==> config.mk <==
export PLATFORM = sky130hd
export DESIGN_NAME = hazard_tracker
export DESIGN_NICKNAME = d
export VERILOG_FILES = /design/src/rtl/hazard_tracker.sv
export SDC_FILE = /design/constraint.sdc
export NUM_CORES = 1
export LEC_CHECK = 0
export CAP_MARGIN = 20
export CORE_ASPECT_RATIO = 1.75
export CORE_UTILIZATION = 52
export CTS_CLUSTER_SIZE = 40
export DETAILED_ROUTE_END_ITERATION = 16
export MAX_ROUTING_LAYER = met4
export PLACE_DENSITY = 0.79
export SYNTH_ARGS = -nofsm -noshare
export SYNTH_HDL_FRONTEND = slang
export SYNTH_SLANG_ARGS = --single-unit
==> constraint.sdc <==
create_clock -name clk -period 6.6 [get_ports clk]
set_clock_uncertainty 0.15 [all_clocks]
set_input_delay 1.65 -clock clk [delete_from_list [all_inputs] [get_ports clk]]
set_output_delay 1.65 -clock clk [all_outputs]
set_load 0.02 [all_outputs]
==> src/rtl/hazard_tracker.sv <==
// hazard_tracker: E/M/W writer records -> D-stage stall + comparator forward selects (in: clk, reset async active-low, validD, rsD/rtD, tuseRsD/tuseRtD, dstD, kindD; out: MCMP1D, MCMP2D, stall, stallCnt)
module hazard_tracker (
    input  logic        clk,
    input  logic        reset,
    input  logic        validD,
    input  logic [4:0]  rsD,
    input  logic [4:0]  rtD,
    input  logic [1:0]  tuseRsD,
    input  logic [1:0]  tuseRtD,
    input  logic [4:0]  dstD,
    input  logic [1:0]  kindD,
    output logic [2:0]  MCMP1D,
    output logic [2:0]  MCMP2D,
    output logic        stall,
    output logic [15:0] stallCnt
);
    localparam logic [1:0] ALU = 2'd1, LOAD = 2'd2, LINK = 2'd3;
    typedef struct packed {
        logic       v;
        logic [4:0] dst;
        logic [1:0] kind;
        logic [1:0] tnew;
    } rec_t;
    rec_t e_q, m_q, w_q;
    logic [3:0] rs_res, rt_res;
    function automatic rec_t age(input rec_t r);
        age = r;
        age.tnew = r.tnew == 2'd0 ? 2'd0 : r.tnew - 2'd1;
    endfunction
    function automatic logic [3:0] resolve(input logic [4:0] r, input logic [1:0] tuse,
                                           input rec_t e, input rec_t m, input rec_t w);
        logic [1:0] stage;
        rec_t h;
        logic [2:0] sel;
        stage = (e.v && e.dst == r) ? 2'd1 : (m.v && m.dst == r) ? 2'd2 : (w.v && w.dst == r) ? 2'd3 : 2'd0;
        h = stage == 2'd1 ? e : stage == 2'd2 ? m : w;
        sel = stage == 2'd1 ? (h.kind == LINK ? 3'd6 : 3'd0) :
              stage == 2'd2 ? (h.kind == ALU ? 3'd3 : h.kind == LINK ? 3'd5 : 3'd0) :
              (h.kind == LOAD ? 3'd1 : h.kind == ALU ? 3'd2 : h.kind == LINK ? 3'd4 : 3'd0);
        resolve = (r == 5'd0 || tuse == 2'd3 || stage == 2'd0) ? 4'd0 :
                  h.tnew > tuse ? 4'b1000 :
                  h.tnew != 2'd0 ? 4'd0 : {1'b0, sel};
    endfunction
    always_comb begin
        rs_res = resolve(rsD, tuseRsD, e_q, m_q, w_q);
        rt_res = resolve(rtD, tuseRtD, e_q, m_q, w_q);
        stall  = validD && (rs_res[3] || rt_res[3]);
        MCMP1D = validD ? rs_res[2:0] : 3'd0;
        MCMP2D = validD ? rt_res[2:0] : 3'd0;
    end
    always_ff @(posedge clk or negedge reset) begin
        if (!reset) begin
            e_q      <= '0;
            m_q      <= '0;
            w_q      <= '0;
            stallCnt <= '0;
        end else begin
            e_q <= stall ? rec_t'(0) : rec_t'{v: validD && dstD != 5'd0 && kindD != 2'd0, dst: dstD, kind: kindD,
                                             tnew: kindD == ALU ? 2'd1 : kindD == LOAD ? 2'd2 : 2'd0};
            m_q <= age(e_q);
            w_q <= age(m_q);
            if (stall && stallCnt != 16'hFFFF)
                stallCnt <= stallCnt + 16'd1;
        end
    end
endmodule

==> flow_metrics.py, run 1 <==
metrics = {
    "synthesis": {
        "yosysTopAreaCell": "dfrtp_1",
        "ys_types": 42,
        "ys.warnings.count": 0,
        "synthArstFlopShare_pct": 100,
        "ys.flop_type": "dfrtp_1",
        "synth_edf_count": 0,
        "yosys-top-cells-area": "dfrtp_1 45%, xor2_1 9.0%, xnor2_1 6.5%",
        "syn-cell-area_mm2": 0.00254,
        "synth_nets": 256,
        "ys_ff_latch": 46,
        "synth_top_area_share_pct": 45.3,
        "synth_cells": 227,
        "avgSynthCellArea_um2": 11.2,
        "ys_seq_area_share_pct": 45.3,
    },
    "detailed_routing": {
        "via_count": 1925,
        "drt-total-wl_mm": 5.41,
        "drc": 0,
        "drt-vias-per-instance": 5.41,
        "post_drt_wl_per_cell_um": 15.2,
        "drtAntennaViolNets": 0,
        "drt_iter0_drc": 46,
        "drtPass1Iterations": 4,
    },
    "die": {
        "die_height_um": 94.5,
        "fp-row-count": 33,
        "die_x_um": 54.9,
        "core_area_mm2": 0.00471,
        "initial_core_util_pct": 54.0,
        "dieArea_mm2": 0.00519,
        "ios": 47,
    },
    "critical_path": {
        "crit_start": "rtD[0]",
        "critical_path.endpoint": "MCMP2D[1]",
        "cp_max_fo": 2,
        "worstRegToRegCells": 14,
        "worstPathRequired_ps": 4800,
        "worst_r2r_endpoint": "stallCnt[1]",
        "cp-end-kind": "primary output",
        "critical_path_class": "in -> out",
        "r2r_setup_slack_ps": 2970,
        "start_kind": "input pin",
        "cp.arrival_ps": 4670,
        "r2r-start": "m_q[4]",
    },
    "cells_and_area": {
        "postLayoutCoreUtil_pct": 71.2,
        "fin_area_mm2": 0.00335,
        "drive_gt1_share_pct": 21.7,
        "area_delta_synth_final_pct": 31.8,
        "fill_cells": 361,
        "fin_cells": 356,
        "regArea_mm2": 0.00115,
        "antenna_cells": 0,
        "multi_input_comb_area_mm2": 0.00136,
        "nets": 333,
    },
    "clocking": {
        "cts.htree.levels": 2,
        "holdBufCountCts": 0,
        "cts_tree": "built",
        "ctsLongestPathBuffers": 2,
        "root_buffer": "clkbuf_8",
        "clk_pin_slew_ps": 80,
        "clk_latency_ps": 290,
        "cts_buffers": 5,
        "numClockSinks": 46,
    },
    "worst_hold_path": {
        "hp-class": "reg -> reg",
    },
    "placement": {
        "placed_cell_area_mm2": 0.00321,
        "post-dp-hpwl_mm": 4.11,
        "port_buffers": 46,
        "place_inst": 346,
        "gp_congestion": 0.781,
        "place_ws_ps": -617,
    },
    "global_route": {
        "grt_usage_pct": 24.2,
        "grt_pass1_vias": 2008,
        "grt_pass1_wl_mm": 8.72,
        "grt_start_max_net_pins": 47,
        "antenna_found_initial": 0,
        "overflow": 0,
    },
    "sta": {
        "worstMarginPinSlew_ps": 564,
        "period_needed_ps": 6470,
        "drv_slew": 0,
        "tns_ps": 0,
        "worst_slack_ps": 133,
        "relSlewSlack_pct": 62.4,
        "hold_viol": 0,
        "rsz0062_at_grt": "true",
        "report.final.setup_viol": 0,
        "fmax_mhz": 155,
        "hold_ws_ps": 239,
        "post-route-period-util_pct": 98.0,
    },
    "pwr": {
        "power_density_mw_per_mm2": 166,
        "leakagePower_nw": 1.50,
        "p_total_uw": 556,
        "vdd_drop_max_mv": 0.143,
    },
    "status": {
        "outcome": "finished clean",
    },
    "flow_run": {
        "cap_violations": 0,
    },
}
placed cells by master, fill, tap and decap left out, types with 4 or more instances in the layout:
cell type and n:
xnor2_1 19, o21ai_0 4, and2_1 4, xor2_1 26, mux2i_1 9, nor4_1 4
nand3_1 7, buf_4 33, nand2_1 17, clkbuf_8 5, dfrtp_1 46, inv_1 5
ha_1 5, and3_1 9, nor2b_1 13, clkdlybuf4s50_1 33, nor2_1 11, dlymetal6s2s_1 5
cell usage after synthesis (3+ instances only):
library cell   n
inv_1          5
o21ai_0        6
mux2i_1        9
nand4_1        3
ha_1           5
xor2_1        26
a21oi_1        4
nor3_1         3
nor2b_1       13
nor2_1        11
nor4_1         6
and3_1        11
xnor2_1       19
and2_1         4
nand3_1        8
dfrtp_1       46
buf_6          3
nand2_1       17
sequential cells by signal (all words and copies together), names as in the netlist:
register and count:
e_q 10, m_q 10, stallCnt 16, w_q 10
timing repair:
action                     CTS  global route
buffers inserted             2             1
pin swaps                    3             5
gates resized for setup     28            16
setup endpoints to repair    7             7
kinds of logic (layout without fill, tap and decap cells):
group | Yosys count | in the layout | synth area share (%)
buffers and inverters | 11 | 88 | 2.80
muxes | 12 | 12 | 5.46
xor gates and xnor gates | 45 | 45 | 15.5
AOI/OAI and AO/OA | 20 | 20 | 7.67
adders and majority gates | 5 | 5 | 2.46
and+or+nand+nor | 88 | 88 | 20.9
DFF | 46 | 46 | 45.3
metal layers:
metal	global-route usage, %	share of wire (%)	vias up
li1	-	-	931
met1	26.2	39	940
met2	42.5	56	45
met3	3.22	3.5	9
met4	8.76	1.8	0
met5	-	0	-
critical path: stages:
cell,delay (ps)
clkdlybuf4s50_1,440
xor2_1,170
nor4_2,290
and3_2,240
mux2i_1,230
a21oi_2,100
ha_1,280
nor2b_1,130
o21ai_1,180
nand2_1,120
a2111oi_4,260
nand4bb_1,180
nor2_1,130
clkdlybuf4s15_2,260
worst min path at each step:
stage | end | slack [ps] | cells past startpoint | from
after floorplan | w_q[9] | 210 | 0 | m_q[9]
after global placement | w_q[9] | 220 | 0 | m_q[9]
after detailed placement | w_q[9] | 220 | 0 | m_q[9]
after CTS | w_q[9] | 240 | 0 | m_q[9]
after global routing | w_q[9] | 250 | 0 | m_q[9]
final | w_q[9] | 240 | 0 | m_q[9]
report_power, final:
group          internal, mW  switching [mW]  leakage, nW
registers             0.295          0.0132        0.580
logic                0.0457          0.0423        0.874
clock network        0.0712          0.0895       0.0438
total                 0.411           0.145         1.50
final cells by class:
| type | count | share of cell area (%) |
|---|---|---|
| multi-input cells | 170 | 40.6 |
| well taps | 52 | 1.94 |
| flip-flops and latches | 46 | 34.3 |
| inverters | 5 | 0.560 |
| repair buffers | 76 | 20.2 |
| clock buffers | 5 | 2.05 |
| clock inverters | 2 | 0.299 |
Note: power is estimated with default switching activity, not from simulation.
==> run 2, diff against run 1 <==
Settings changed: CORE_MARGIN set to 3.
==> flow_metrics.py, run 2 (synthesis gave the netlist of run 1 again) <==
metrics = {
    "critical_path": {
        "cp_slowest_stage_delay_ps": 450,
        "cp_max_fo": 3,
        "r2r-start": "m_q[4]",
        "cp-end-kind": "primary output",
        "worst_r2r_endpoint": "stallCnt[1]",
        "worstRegToRegCells": 13,
        "cp_cell_sequence": "clkdlybuf4s50_1, xor2_1, nor4_1, and3_2, mux2i_1, o21ai_0, ha_1, nor2b_1, o21ai_1, nand2_1, a2111oi_4, nand2_1, nor4_2, buf_2",
        "crit_top_cell": "nand2_1",
        "critical_path.endpoint": "MCMP1D[0]",
        "crit_cells": 14,
        "start_kind": "input pin",
        "cp_num_buf_inv": 2,
        "slowest_stage": "clkdlybuf4s50_1",
        "cp.arrival_ps": 4660,
        "crit_start": "rsD[0]",
        "worstPathRequired_ps": 4800,
        "critical_path_class": "in -> out",
        "crit_family": "simple AND/OR/NAND/NOR gates",
        "r2r_setup_slack_ps": 3050,
    },
    "die": {
        "ios": 47,
        "initial_core_util_pct": 54.0,
        "fp-row-count": 33,
        "die_height_um": 98.5,
        "core_area_mm2": 0.00471,
        "die_x_um": 58.9,
        "dieArea_mm2": 0.00580,
    },
    "detailed_routing": {
        "post_drt_wl_per_cell_um": 15.5,
        "drt-total-wl_mm": 5.42,
        "drtPass1Iterations": 4,
        "drt_iter0_drc": 37,
        "drtAntennaViolNets": 0,
        "drt-vias-per-instance": 5.47,
        "drc": 0,
        "via_count": 1916,
    },
    "cells_and_area": {
        "regArea_mm2": 0.00115,
        "antenna_cells": 0,
        "fill_cells": 371,
        "most-common-layout-cells": "46 x dfrtp_1, 38 x clkdlybuf4s50_1, 26 x xor2_1, 24 x buf_4, 19 x xnor2_1",
        "area_delta_synth_final_pct": 29.5,
        "multi_input_comb_area_mm2": 0.00135,
        "regMostFlops": "stallCnt",
        "drive_gt1_share_pct": 19.1,
        "nets": 326,
        "final_common_cell": "dfrtp_1",
        "largest_reg_flops": 16,
    },
    "worst_hold_path": {
        "hp-class": "reg -> reg",
    },
    "pwr": {
        "power_density_mw_per_mm2": 184,
        "leakagePower_nw": 1.43,
        "p_total_uw": 607,
        "vdd_drop_max_mv": 0.198,
    },
    "global_route": {
        "grt_usage_pct": 21.2,
        "use_met2_pct": 35.9,
        "grt_start_max_net_pins": 47,
        "use_met1_pct": 25.0,
        "grt-busiest-layer": "met2",
        "grt_pass1_vias": 2025,
        "overflow": 0,
        "antenna_found_initial": 0,
        "grt_pass1_wl_mm": 9.29,
        "grt_use_met3_pct": 2.88,
    },
    "sta": {
        "period_needed_ps": 6460,
        "fmax_mhz": 155,
        "report.final.setup_viol": 0,
        "worstMarginPinSlew_ps": 1020,
        "relSlewSlack_pct": 32.0,
        "drv_slew": 0,
        "post-route-period-util_pct": 97.9,
        "rsz0062_at_grt": "true",
        "hold_ws_ps": 242,
        "hold_viol": 0,
    },
    "clocking": {
        "ctsLongestPathBuffers": 2,
        "numClockSinks": 46,
        "clk_pin_slew_ps": 100,
        "cts_tree": "built",
        "root_buffer": "clkbuf_8",
        "cts.htree.levels": 2,
        "cts_buffers": 5,
        "clk_latency_ps": 300,
        "cts_setup_buffers": 0,
    },
    "placement": {
        "port_buffers": 46,
        "gp_congestion": 0.869,
        "post-dp-hpwl_mm": 4.17,
    },
    "flow_run": {
        "cap_violations": 0,
    },
    "status": {
        "outcome": "finished clean",
    },
}
## run 2: cell types whose count changed in the layout (fill, tap and decap cells not counted), sizes merged
cell,previous run,this run
buf,35,27
bufinv,0,1
clkbuf,6,8
clkdlybuf4s15,2,0
clkdlybuf4s50,33,38
clkinv,2,1
dlygate4sd2,0,1
dlymetal6s2s,5,0
inv,5,6
## run 2: power by group
group | internal [mW] | total, mW | switching [mW]
registers | 0.295 | 0.308 | 0.0133
clock network | 0.114 | 0.213 | 0.0998
logic | 0.0448 | 0.0858 | 0.0409
total | 0.453 | 0.607 | 0.154
## run 2: worst min-delay path by stage
stage | slack (ps) | cells past startpoint | from | to
final | 240 | 0 | m_q[9] | w_q[9]
after global routing | 260 | 0 | m_q[9] | w_q[9]
after CTS | 240 | 0 | m_q[9] | w_q[9]
after detailed placement | 220 | 0 | m_q[9] | w_q[9]
after global placement | 230 | 0 | m_q[9] | w_q[9]
after floorplan | 210 | 0 | m_q[9] | w_q[9]
## run 2: through the flow
step | worst slack, ps | TNS (ps) | cell area, um^2 | cells | util, %
global route | -125 | -159 | 3290 | 350 | 70.0
detailed placement | -433 | -2310 | 3180 | 342 | 67.7
CTS | 0.216 | 0 | 3300 | 350 | 70.1
global placement | -382 | -2140 | 3180 | 342 | 67.7
finish | 140 | 0 | 3290 | 350 | 70.0
floorplan | 437 | 0 | 2540 | 227 | -
## run 2: cell type report
| class | count | share of cell area, % |
|---|---|---|
| clock buffer | 5 | 2.09 |
| clock inverter | 3 | 1.33 |
| inverter | 5 | 0.570 |
| multi-input combinational | 170 | 40.9 |
| sequential | 46 | 34.9 |
| tap | 52 | 1.97 |
| timing repair buffer | 69 | 18.2 |
## run 2: worst reg2reg max path, stage by stage (launching register included)
cell	delay (ps)
dfrtp_1	420
xor2_1	160
nor4_1	270
and3_2	270
mux2_4	320
mux2i_4	160
ha_1	250
nand2_1	60
o21ai_1	80
a211oi_2	280
o31ai_4	130
buf_4	160
a21oi_4	360
mux2_1	370
## run 2: what timing repair did
action / in CTS / in global routing
hold buffers: 0 / 0
gates resized for setup: 17 / 15
setup endpoints to repair: 7 / 7
pin swaps: 4 / 5
## run 2: per-layer routing
metal / wire, um / vias up
met5: 0 / -
met4: 120 / 0
met3: 180 / 11
met2: 2960 / 45
met1: 2160 / 935
li1: - / 925
==> variant (flow settings as in run 2) <==
Put one more register stage on the output `stallCnt`, without a reset. The value now appears one clock later. The other outputs are not delayed to match.
--- a/src/rtl/hazard_tracker.sv
+++ b/src/rtl/hazard_tracker.sv
@@ -22,4 +22,6 @@
         logic [1:0] tnew;
     } rec_t;
+
+    logic [15:0] stallCnt_s0;
     rec_t e_q, m_q, w_q;
     logic [3:0] rs_res, rt_res;
@@ -54,5 +56,5 @@
             m_q      <= '0;
             w_q      <= '0;
-            stallCnt <= '0;
+            stallCnt_s0 <= '0;
         end else begin
             e_q <= stall ? rec_t'(0) : rec_t'{v: validD && dstD != 5'd0 && kindD != 2'd0, dst: dstD, kind: kindD,
@@ -60,8 +62,12 @@
             m_q <= age(e_q);
             w_q <= age(m_q);
-            if (stall && stallCnt != 16'hFFFF)
-                stallCnt <= stallCnt + 16'd1;
+            if (stall && stallCnt_s0 != 16'hFFFF)
+                stallCnt_s0 <= stallCnt_s0 + 16'd1;
         end
     end
+    always_ff @(posedge clk) begin
+        stallCnt <= stallCnt_s0;
+    end
+
 endmodule
 
Check against the original RTL: not equivalent (Yosys sat finds a counterexample within 4 cycles, from zero or initial values and one cycle with reset low).
==> variant against run 2 <==
  * Sequential share of layout area rose by 5.1 points
  * Area after synthesis rose by 11%
  * Routed wire length grew 10%
  * Global-route usage is 0.69 points higher
  * Die area increased by 10%
  * Worst setup slack better by 0.091 ns
  * Power increased by 26%
  * Sequential cell count rose by 16
  * Final cell count is 11% higher
  * Critical path depth grew 5
  * Cell area is 12% higher
  * Critical path type unchanged
  * Largest cell class is now flip-flops and latches
  * Largest power group unchanged
==> variant: results (changes against run 2) <==
* Finished Layout Cells at 387 (+11%)
* Status: finished clean
* Antenna fix cells at 0 (unchanged)
* H-tree levels at 3 (+1)
* Initial antenna violation count at 0 (unchanged)
* Via count at 2083 (+8.7%)
* Critical path's slowest cell: clkdlybuf4s50_1
* Post-synth net total at 277 (+8.2%)
* Synth Register Bits at 62 (+35%)
* Dpl cell area at 3502 um2 (+10%)
* CTS Buf Count at 9 (+4)
* Syn avg cell area at 11.38 um2 (+1.5%)
* Post-synthesis cell type count at 37 (-12%)
* Fraction of layout cells with a size suffix above 1 at 20.72% (+1.6 points)
* Hold endpoint: w_q[3]$_DFF_PN0_
* Fillers at 403 (+8.6%)
* DRT iter0 DRCs at 68 (+84%)
* Hold path depth at 0 (unchanged)
* Worst EP arrival at 4.57 ns (-0.09 ns)
* First-pass GRT wire length at 9.880 mm (+6.3%)
* Pre-CTS setup slack at -0.4208 ns (+0.01233 ns)
* Detailed Routing Iterations Pass 1 at 4 (unchanged)
* Top cells by area, synth: dfrtp_1, dfxtp_1, xor2_1
* Clock Latency Late Sink at 0.33 ns (+0.03 ns)
* Synth top cells by count: dfrtp_1, xor2_1, xnor2_1
* Nets at 357 (+9.5%)
* Capturing point of the worst reg2reg path: stallCnt_s0[1]$_DFFE_PN0P_
* Grt total ovfl at 0 (unchanged)
* GP Congestion at 0.8958 (+3.1%)
* Critical Path Max Stage Delay at 0.47 ns (+0.02 ns)
* VDD IR max at 0.2087 mV (+5.3%)
* Top Registers: stallCnt x16, stallCnt_s0 x16
* Dpl cells at 370 (+8.2%)
* Reg2Reg Depth at 14 (+1)
* I/O Buffers at 46 (unchanged)
* DP Wirelength at 4.555 mm (+9.3%)
* Critical R2R Launch: m_q[4]$_DFF_PN0_
* Clock Pin Slew Worst Setup and Hold Paths at 0.06 ns (-0.04 ns)
* Max FO, Critical Path at 5 (+2)
* Register area share after synthesis at 52.15% (+6.9 points)
* Largest net degree at the start of global routing at 47 (unchanged)
* Post-synth ARST share at 74.19% (-26 points)
* Flop2flop setup slack at 3.09 ns (+0.04 ns)
* Vias in the first global route at 2193 (+8.3%)
* Tightest Pin Transition at 0.2805 ns (-0.7396 ns)
* Count of warnings emitted by yosys at 0 (unchanged)
* CTS Buffer Depth at 2 (unchanged)
* Worst Hold Launch: m_q[3]$_DFF_PN0_
* Switching part of the total power at 24.82% (-0.55 points)
* Post-CTS Setup Inserts at 0 (unchanged)
* Pleak at 1.636 nW (+14%)
* Avg WL per Cell at 15.44 um (-0.23%)
* Clk root buf: clkbuf_8
* Gr usage total at 21.92% (+0.69 points)
[variant: worst max path at each step]
stage	slack [ns]	from	cells past startpoint	end
after floorplan	0.38	rsD[0]	14	MCMP1D[0]
after global placement	-0.43	rsD[0]	15	MCMP1D[0]
after detailed placement	-0.42	rsD[0]	15	MCMP1D[0]
after CTS	0.02	rsD[0]	15	MCMP1D[2]
after global routing	0.002	rtD[0]	19	MCMP2D[1]
final	0.23	rtD[0]	19	MCMP2D[1]
[variant: cell type report]
class | count | area share (%)
Clock buffer | 11 | 3.571
Clock inverter | 5 | 0.7483
Inverter | 6 | 0.6122
Multi-Input combinational cell | 175 | 35.61
Sequential cell | 62 | 40.00
Tap cell | 54 | 1.837
Timing Repair Buffer | 74 | 17.62
[variant: through the flow]
| step | util (%) | hold slack, ns | setup TNS, ns |
|---|---|---|---|
| floorplan | - | 0.2088 | 0 |
| global placement | 68.60 | 0.2244 | -1.918 |
| detailed placement | 68.60 | 0.2385 | -1.924 |
| CTS | 71.79 | 0.2527 | 0 |
| global route | 72.06 | 0.2591 | 0 |
| finish | 72.06 | 0.2511 | 0 |
[variant: worst max-delay path, delay by kind of cell]
| kind | cells | cell delay [ns] |
|---|---|---|
| XOR/XNOR | 1 | 0.18 |
| buffers and inverters | 7 | 1.43 |
| AND/OR/NAND/NOR | 8 | 0.96 |
| adder cells (fa/ha/maj) | 1 | 0.13 |
| AO/OA/AOI/OAI | 2 | 0.20 |
[variant: kinds of logic after synthesis]
| kind of cell | after synthesis | share of synthesized area [%] |
|---|---|---|
| compound gates | 16 | 4.922 |
| xor+xnor | 44 | 13.66 |
| fa+ha+maj | 5 | 2.217 |
| buf+inv | 11 | 2.395 |
| flops | 62 | 52.15 |
| mux | 14 | 5.543 |
| simple gates | 96 | 19.11 |
[variant: timing repair]
item,4_1_cts,5_1_grt
gates resized for setup,15,16
pin swaps,0,1
hold buffers,0,0
setup endpoints to repair,7,7
[variant: routing by layer]
metal | wire length [um] | vias to the layer above | track usage, %
li1 | - | 1014 | -
met1 | 2295 | 1012 | 22.49
met2 | 3344 | 46 | 39.31
met3 | 194 | 11 | 4.099
met4 | 140 | 0 | 8.987
met5 | 0 | - | -
[variant: power groups by stage]
stage | clock network (mW) | logic (mW) | registers, mW
after global placement | 0 | 0.0849 | 0.415
after global routing | 0.294 | 0.0979 | 0.410
after floorplan | 0 | 0.0364 | 0.417
final | 0.269 | 0.0892 | 0.409
after detailed placement | 0 | 0.0869 | 0.416
after CTS | 0.277 | 0.0879 | 0.409
